==> src/rtl/encoder_pkg.sv <==
// Shared types and helpers for the sequential priority encoder.
// Optional build macro: ENCODER_PRIO_HIGH_EN (reverses selection priority in prio_pick).
package encoder_pkg;

    // Controller states: IDLE waits for a capture, EMIT drains the pending vector.
    typedef enum logic {
        IDLE = 1'b0,
        EMIT = 1'b1
    } state_e;

    // Default request width and matching code width.
    localparam int N_DEF = 4;
    localparam int W_DEF = 2;

    // Widest vector the helper below accepts; callers zero-extend into it.
    localparam int MAX_N = 64;

    // True when exactly one bit of v is set (v != 0 and v is a power of two).
    function automatic logic popcount_is_one(input logic [MAX_N-1:0] v);
        return (v != '0) && ((v & (v - MAX_N'(1))) == '0);
    endfunction

endpackage

==> src/rtl/prio_pick.sv <==
// Combinational selector: picks one set bit of the pending vector and returns
// its binary index plus a one-hot mask used to clear that bit on transfer.
// Default order is lowest index first; with ENCODER_PRIO_HIGH_EN defined the
// highest index is picked first. An all-zero input yields code 0 and no mask.
module prio_pick
    import encoder_pkg::*;
#(
    parameter int N = N_DEF,
    parameter int W = W_DEF
) (
    input  logic [N-1:0] pending_i,
    output logic [W-1:0] code_o,
    output logic [N-1:0] clr_mask_o
);

    // Scan the vector so that the last match written is the winning bit.
    always_comb begin
        code_o     = '0;
        clr_mask_o = '0;
`ifdef ENCODER_PRIO_HIGH_EN
        for (int i = 0; i < N; i++) begin
            if (pending_i[i]) begin
                code_o = W'(i);
            end
        end
`else
        for (int i = N - 1; i >= 0; i--) begin
            if (pending_i[i]) begin
                code_o = W'(i);
            end
        end
`endif
        if (pending_i != '0) begin
            clr_mask_o[code_o] = 1'b1;
        end
    end

endmodule

==> src/rtl/prio_encoder_seq.sv <==
// Sequential priority encoder: captures a multi-hot request vector in IDLE and
// emits the index of each set bit, one per valid/ready transfer.
// Optional build macro: ENCODER_PRIO_HIGH_EN (highest index emitted first).
//
// Handshake: a code transfers on a rising edge where out_valid && out_ready.
// out_valid, code and last come only from registered state, so they stay
// stable while out_ready is low and never depend combinationally on inputs.
// busy mirrors the FSM state (1 = EMIT) and doubles as its observation point.
module prio_encoder_seq
    import encoder_pkg::*;
#(
    parameter int N = N_DEF,
    parameter int W = W_DEF
) (
    input  logic         clk,
    input  logic         rst_n,
    input  logic [N-1:0] d,
    input  logic         en,
    input  logic         out_ready,
    output logic [W-1:0] code,
    output logic         out_valid,
    output logic         last,
    output logic         busy,
    output logic         miss
);

    state_e         state_q, state_d;
    logic [N-1:0]   pending_q, pending_d;
    logic           miss_q, miss_d;

    logic [W-1:0]   pick_code;
    logic [N-1:0]   pick_clr;
    logic [MAX_N-1:0] pending_ext;
    logic           pending_last;
    logic           req;
    logic           xfer;

    prio_pick #(
        .N (N),
        .W (W)
    ) u_pick (
        .pending_i  (pending_q),
        .code_o     (pick_code),
        .clr_mask_o (pick_clr)
    );

    assign pending_ext  = MAX_N'(pending_q);
    assign pending_last = popcount_is_one(pending_ext);
    assign req          = en && (d != '0);
    assign xfer         = (state_q == EMIT) && out_ready;

    // Next-state logic: capture in IDLE, clear the picked bit on each transfer.
    always_comb begin
        state_d   = state_q;
        pending_d = pending_q;
        miss_d    = 1'b0;
        unique case (state_q)
            IDLE: begin
                if (req) begin
                    pending_d = d;
                    state_d   = EMIT;
                end
            end
            EMIT: begin
                // Requests while emitting are dropped, never merged.
                miss_d = req;
                if (xfer) begin
                    pending_d = pending_q & ~pick_clr;
                    if (pending_last) begin
                        state_d = IDLE;
                    end
                end
            end
            default: begin
                state_d   = IDLE;
                pending_d = '0;
            end
        endcase
    end

    // State, pending vector and miss pulse registers.
    always_ff @(posedge clk or negedge rst_n) begin
        if (!rst_n) begin
            state_q   <= IDLE;
            pending_q <= '0;
            miss_q    <= 1'b0;
        end else begin
            state_q   <= state_d;
            pending_q <= pending_d;
            miss_q    <= miss_d;
        end
    end

    // Output decode from registered state only.
    always_comb begin
        out_valid = 1'b0;
        busy      = 1'b0;
        code      = '0;
        last      = 1'b0;
        if (state_q == EMIT) begin
            out_valid = 1'b1;
            busy      = 1'b1;
            code      = pick_code;
            last      = pending_last;
        end
        miss = miss_q;
    end

endmodule

==> config.mk <==
export PLATFORM = sky130hd
export DESIGN_NAME = prio_encoder_seq
export DESIGN_NICKNAME = d
export VERILOG_FILES = /design/src/rtl/encoder_pkg.sv /design/src/rtl/prio_pick.sv /design/src/rtl/prio_encoder_seq.sv
export SDC_FILE = /design/constraint.sdc
export NUM_CORES = 1
export LEC_CHECK = 0
export BUFFER_PORTS_ARGS = -buffer_cell sky130_fd_sc_hd__buf_2
export CORE_AREA = 2 2 39 41
export CTS_BUF_LIST = sky130_fd_sc_hd__clkbuf_16
export DETAILED_ROUTE_END_ITERATION = 16
export DIE_AREA = 0 0 41 43
export PLACE_DENSITY = 0.45
export SLEW_MARGIN = 20
export SYNTH_ARGS = -nofsm -noshare
export SYNTH_HDL_FRONTEND = slang
export SYNTH_SLANG_ARGS = --single-unit
==> constraint.sdc <==
create_clock -name clk -period 1.54 [get_ports clk]
set_input_delay 0.231 -clock clk [delete_from_list [all_inputs] [get_ports clk]]
set_output_delay 0.231 -clock clk [all_outputs]
set_load 0.02 [all_outputs]
==> metrics.md, run 1 <==
| Metric | Value |
|---|---|
| Drt total wl | 956 um |
| Post-synth top area share | 42.4% |
| Mean post-synth cell area | 10.7 sq um |
| Final hold vios | 0 |
| CTS clk-pin slew, worst paths | 0.04 ns |
| Area delta synth->final | 58.3% |
| VDD IR-drop max | 1.16 mV |
| Crit path capture type | output port |
| Leak pwr | 0.263 nW |
| Cells after Synth | 33 |
| H-tree depth | 1 |
| Fillcell total | 142 |
| Pint | 0.000904 W |
| Vias per Instance | 4.99 |
| Pwr/cell area | 2450 nW/um^2 |
| Post-route setup TNS | -0.0430 ns |
| Reg power frac | 20.8% |
| Post-synthesis sequential area ratio | 42.4% |
| CTS Buf Count | 3 |
| Ys flop type | dfrtp_1 |
| Largest net degree at the start of global routing | 11 |
| FFs w/ async S/R, synth | 100% |
| Crit start category | register |
| Vias | 339 |
| Synth Register Bits | 6 |
| Slew @ Worst Pin | 0.248 ns |
| Initial DRC count | 2 |
| Final net count | 62 |
| Final Max Slew Viols | 0 |
| Row count | 14 |
| First-pass GRT wire length | 1550 um |
| Starting density of the core | 25.6% |
| Skew-Pair Late Insertion Delay | 0.23 ns |
| CTS Root Cell | clkbuf_16 |
| Net Sw Frac | 34.1% |
| Placed cell count | 60 |
| Aggregate global routing overflow | 0 |
| # setup viols final | 1 |
| Post-DP HPWL | 677 um |
| RSZ-0062 raised after global routing | yes |
| CP Class | reg -> out |
| Vias in the first global route | 339 |
| Distinct cells, synth | 22 |
| CTS max path bufs | 2 |
| Relative slew slack | 83.2% |
| Antenna-violating nets left | 0 |
| Initial antenna violation count | 0 |
| Hold_ws | 0.221 ns |
| Comb pwr share | 48.5% |
| Syn Std Cell Area | 354 sq um |
| Die area | 1760 sq um |
| CTS tree | yes |
| Leading area contributor after synthesis | dfrtp_1 |
| Layout Cells excl Fill | 68 |
| Max Fanout on Critical Path | 4 |
| Diodes inserted | 0 |
| Layout cells sized above 1 | 53.8% |
| Syn Nets | 41 |
| Yosys Warn Count | 0 |
| Setup ws final | -0.0430 ns |
| Hold Path Class | in -> reg |
| Placeable core area | 1380 sq um |
| Critical path required time | 1.31 ns |
| EDFF count, synth | 0 |
| Clk_skew | 0.00225 ns |
| Min Tclk post-route | 1.58 ns |
| Gr usage total | 14.1% |
| Clock share of power | 30.7% |
| Drt drc | 0 |
| Largest cells by area after synthesis | dfrtp_1 42%, a32o_1 8.5%, nor4b_1 7.4% |
| Die Span Y | 43 um |
| Buffers on Ports | 13 |
| Failing checks | setup timing |
| Global placer's final weighted congestion | 0.698 |
| # IOs | 14 |
| P_sw | 0.000468 W |
| Die X | 41 um |
| Worst endpoint data arrival time | 1.35 ns |
| Max Cap Viol | 0 |
| Period utilization | 103% |
| Fmax achieved | 632 MHz |
| Drt pass-1 iters | 2 |
| CTS Sinks | 6 |
| Run status | finished, violations left |
| Wire per inst | 14.1 um |
[final timing paths]
| check | startpoint | to | slack, ns | cells past startpoint |
|---|---|---|---|---|
| setup / recovery | pending_q[3] | last | -0.04 | 4 |
| hold / removal | out_ready | state_q | 0.22 | 2 |
| setup reg to reg | pending_q[1] | pending_q[3] | 0.07 | 3 |
| hold reg to reg | state_q | state_q | 0.63 | 2 |
| max in group asynchronous | rst_n | pending_q[1] | 1.01 | 2 |
| min in group asynchronous | rst_n | state_q | 0.36 | 2 |
[synthesized netlist by cell type (all sizes together) (2+ instances only)]
master and count:
nor2 2, buf 3, dfrtp 6, and2 2, a32o 3, nor4b 3
[repair_timing]
item / 4_1_cts / 5_1_grt
hold buffers: 1 / 0
setup endpoints to repair: 1 / 1
resized for setup: 6 / 0
endpoints found under the hold margin: 6 / 0
pin swaps: 3 / 1
buffers inserted: 4 / 0
[logic make-up (layout without fill, tap and decap cells)]
family | after synthesis | after routing | synth area share (%)
AOI/OAI and AO/OA | 9 | 9 | 21.9
DFF | 6 | 6 | 42.4
and+or+nand+nor | 13 | 13 | 25.4
buffers and inverters | 4 | 23 | 7.77
xor gates and xnor gates | 1 | 1 | 2.47
[power groups by stage]
stage | logic, W | registers [W] | clock network (W)
finish | 0.000665 | 0.000285 | 0.000421
global route | 0.000728 | 0.000294 | 0.000441
CTS | 0.000675 | 0.000284 | 0.000429
detailed placement | 0.000498 | 0.000301 | 0
global placement | 0.000496 | 0.000296 | 0
floorplan | 0.000393 | 0.000284 | 0
[worst max-delay path: stages (launching register included)]
cell and delay (ns):
dfrtp_1 0.41, nor4b_2 0.17, a211o_1 0.28, and2_4 0.14, buf_6 0.12
[stage by stage]
stage / setup slack (ns) / total power, W / cell area (sq um) / util, %
finish: -0.0430 / 0.00137 / 561 / 40.5
global route: -0.0964 / 0.00146 / 561 / 40.5
CTS: -0.0735 / 0.00139 / 561 / 40.5
detailed placement: 0.0426 / 0.000799 / 429 / 31.0
global placement: 0.0614 / 0.000792 / 429 / 31.0
floorplan: 0.134 / 0.000676 / 360 / -
[sequential cells by signal, summed over array words and instances (netlist names)]
register,flops
state_q,1
miss,1
pending_q,4
[cell type report]
cell class                 instances  area (sq um)  area share [%]
timing repair buffer              19           119            21.2
sequential                         6           153            27.2
clock buffer                       3          75.1            13.4
inverter                           1          3.75           0.670
tap                               16          20.0            3.57
multi-input combinational         23           190            33.9
[per-layer routing]
metal  global-route usage [%]  share of wire [%]  routed length (um)  vias to the layer above
li1                         -                  -                   -                      165
met1                     17.7                 45                 433                      161
met2                     18.4                 47                 449                       11
met3                     3.14                5.3                  51                        2
met4                     14.0                2.2                  21                        0
met5                        0                  0                   0                        -
[placed cells by master (no fill, tap or decap), types with 2 or more instances in the layout]
cell type  netlist  routed
a32o_1           3       3
buf_2            1      12
buf_4            1       5
clkbuf_16        0       3
dfrtp_1          6       4
dfrtp_2          0       2
nor2_1           2       2
nor4b_2          0       2
(Power assumes the default switching activity.)
==> run 2, diff against run 1 <==
--- a/config.mk
+++ b/config.mk
@@ -11,6 +11,7 @@
 export DETAILED_ROUTE_END_ITERATION = 16
 export DIE_AREA = 0 0 41 43
 export PLACE_DENSITY = 0.45
+export SETUP_SLACK_MARGIN = 0.02
 export SLEW_MARGIN = 20
 export SYNTH_ARGS = -nofsm -noshare
 export SYNTH_HDL_FRONTEND = slang
==> metrics.md, run 2 (synthesis gave the netlist of run 1 again) <==
| Metric | Value |
|---|---|
| Run status | finished, violations left |
| Failing checks | setup timing |
| RSZ-0062 raised after global routing | yes |
| Aggregate global routing overflow | 0 (unchanged) |
| Diodes inserted | 0 (unchanged) |
| Crit start category | register |
| Comb pwr share | 48.9% (+0.4 points) |
| Hold Path Class | in -> reg |
| Max Cap Viol | 0 (unchanged) |
| Slew @ Worst Pin | 0.248 ns (-0.00000489 ns) |
| Initial antenna violation count | 0 (unchanged) |
| Final Max Slew Viols | 0 (unchanged) |
| Die Span Y | 43 um (unchanged) |
| Min Tclk post-route | 1.58 ns (-0.00620 ns) |
| Clk_skew | 0.00184 ns (-0.000405 ns) |
| Setup ws final | -0.0368 ns (+0.00620 ns) |
| CP bufs+invs | 1 (unchanged) |
| Crit path largest cell delay | 0.41 ns (about the same) |
| CTS max path bufs | 2 (unchanged) |
| Commonest non-fill, non-tap cell in the layout | buf_2 |
| Drt total wl | 960 um (+0.42%) |
| Fmax achieved | 634 MHz (+0.39%) |
| Antenna-violating nets left | 0 (unchanged) |
| Fillcell total | 140 (-1.4%) |
| Cell count of the worst hold path | 2 (unchanged) |
| Die area | 1760 sq um (unchanged) |
| Biggest register | pending_q |
| Drt pass-1 iters | 2 (unchanged) |
| Pwr/cell area | 2450 nW/um^2 (+0.22%) |
| Largest delay contributor family on the critical path | flip-flops |
| Buffers on Ports | 13 (unchanged) |
| Skew-Pair Late Insertion Delay | 0.23 ns (about the same) |
| Final hold vios | 0 (unchanged) |
| Reg power frac | 20.6% (-0.2 points) |
| Critical-path cell with the highest stage delay | dfrtp_1 |
| Global placer's final weighted congestion | 0.698 (unchanged) |
| R2R depth | 3 (unchanged) |
| Drt drc | 0 (unchanged) |
| Period utilization | 102% (-0.40 points) |
| Largest net degree at the start of global routing | 11 (unchanged) |
| Net Sw Frac | 33.8% (-0.29 points) |
| Max Fanout on Critical Path | 4 (unchanged) |
| H-tree depth | 1 (unchanged) |
| Area delta synth->final | 59.4% |
| First-pass GRT wire length | 1550 um (unchanged) |
| # IOs | 14 (unchanged) |
| Vias in the first global route | 339 (unchanged) |
| CP Class | reg -> out |
| Vias | 335 (-1.2%) |
| Die X | 41 um (unchanged) |
| Placeable core area | 1380 sq um (unchanged) |
| Max FFs per register | 4 (unchanged) |
| CTS Buf Count | 3 (unchanged) |
| Most frequent cells in the layout | 11 x buf_2, 6 x buf_4, 4 x dfrtp_1 |
| P_sw | 0.000468 W (about the same) |
| Finished Cell Area | 564 sq um (+0.67%) |
| Clock share of power | 30.5% (-0.2 points) |
| Worst reg2reg setup slack | 0.06 ns (about the same) |
| Relative slew slack | 83.2% (about the same) |
| Initial DRC count | 3 (+1) |
| Min-delay src | out_ready |
| Leak pwr | 0.269 nW (+2.2%) |
| # setup viols final | 1 (unchanged) |
| Pint | 0.000916 W (+1.3%) |
| Layout cells sized above 1 | 55.8% (+1.9 points) |
| Vias per Instance | 4.93 (-1.2%) |
| Gr usage total | 14.1% (unchanged) |
| Post-DP Area | 429 sq um (unchanged) |
| Worst endpoint data arrival time | 1.35 ns (about the same) |
| CTS Sinks | 6 (unchanged) |
| Critical path required time | 1.31 ns (about the same) |
| Row count | 14 (unchanged) |
| Final net count | 62 (unchanged) |
| CTS tree | yes |
| Post-DP HPWL | 677 um (unchanged) |
| Worst R2R Start | pending_q[1] |
| Wire per inst | 14.1 um (+0.42%) |
| CTS Root Cell | clkbuf_16 |
| Crit path capture type | output port |
| Worst Hold End | state_q |
| CTS clk-pin slew, worst paths | 0.04 ns (about the same) |
| VDD IR-drop max | 1.17 mV (about the same) |
| Crit path cell chain | nor4b_2 -> a211o_1 -> and2_4 -> buf_6 |
| Reg2reg end | pending_q[3] |
| Final Power | 0.00138 W (+0.89%) |
| Starting density of the core | 25.6% (unchanged) |
-- run 2: power groups by stage --
stage               registers [W]  logic [W]  clock network (W)
CTS                      0.000284   0.000675           0.000429
floorplan                0.000284   0.000393                  0
global route             0.000294   0.000743           0.000441
detailed placement       0.000301   0.000498                  0
finish                   0.000285   0.000677           0.000422
global placement         0.000296   0.000496                  0
-- run 2: worst max path at each step --
stage / end / depth (start not counted) / startpoint
CTS: last / 4 / pending_q[0]
floorplan: pending_q[3] / 3 / state_q
detailed placement: last / 4 / pending_q[1]
global route: last / 4 / pending_q[3]
finish: last / 4 / pending_q[3]
global placement: last / 4 / pending_q[1]
-- run 2: final cells by class --
| type | count | area, sq um | share of cell area (%) |
|---|---|---|---|
| multi-input combinational | 23 | 191 | 33.9 |
| sequential | 6 | 153 | 27.1 |
| timing repair buffer | 19 | 121 | 21.5 |
| clock buffer | 3 | 75.1 | 13.3 |
| tap | 16 | 20.0 | 3.55 |
| inverter | 1 | 3.75 | 0.665 |
-- run 2: routing by layer --
layer	part of all wire [%]	vias to the layer above	GRT usage [%]
li1	-	165	-
met1	46	157	17.7
met2	47	11	18.4
met3	5.0	2	3.14
met4	2.2	0	14.0
met5	0	-	0
-- run 2: through the flow --
stage	setup slack (ns)	instances	utilization [%]	TNS (ns)	hold slack, ns
2_1_floorplan	0.134	33	-	0	-0.0646
3_3_place_gp	0.0614	60	31.0	0	0.0647
3_5_place_dp	0.0426	60	31.0	0	0.0710
4_1_cts	-0.0735	68	40.5	-0.0735	0.220
5_1_grt	-0.0964	68	40.8	-0.0968	0.245
6_report	-0.0368	68	40.8	-0.0368	0.221
-- run 2: repair_timing --
| action | 4_1_cts | 5_1_grt |
|---|---|---|
| resized for setup | 6 | 2 |
| hold endpoints to repair | 6 | 0 |
| pin swaps | 3 | 1 |
| hold buffers | 1 | 0 |
| setup buffers | 4 | 0 |
| endpoints found under the setup margin | 1 | 3 |
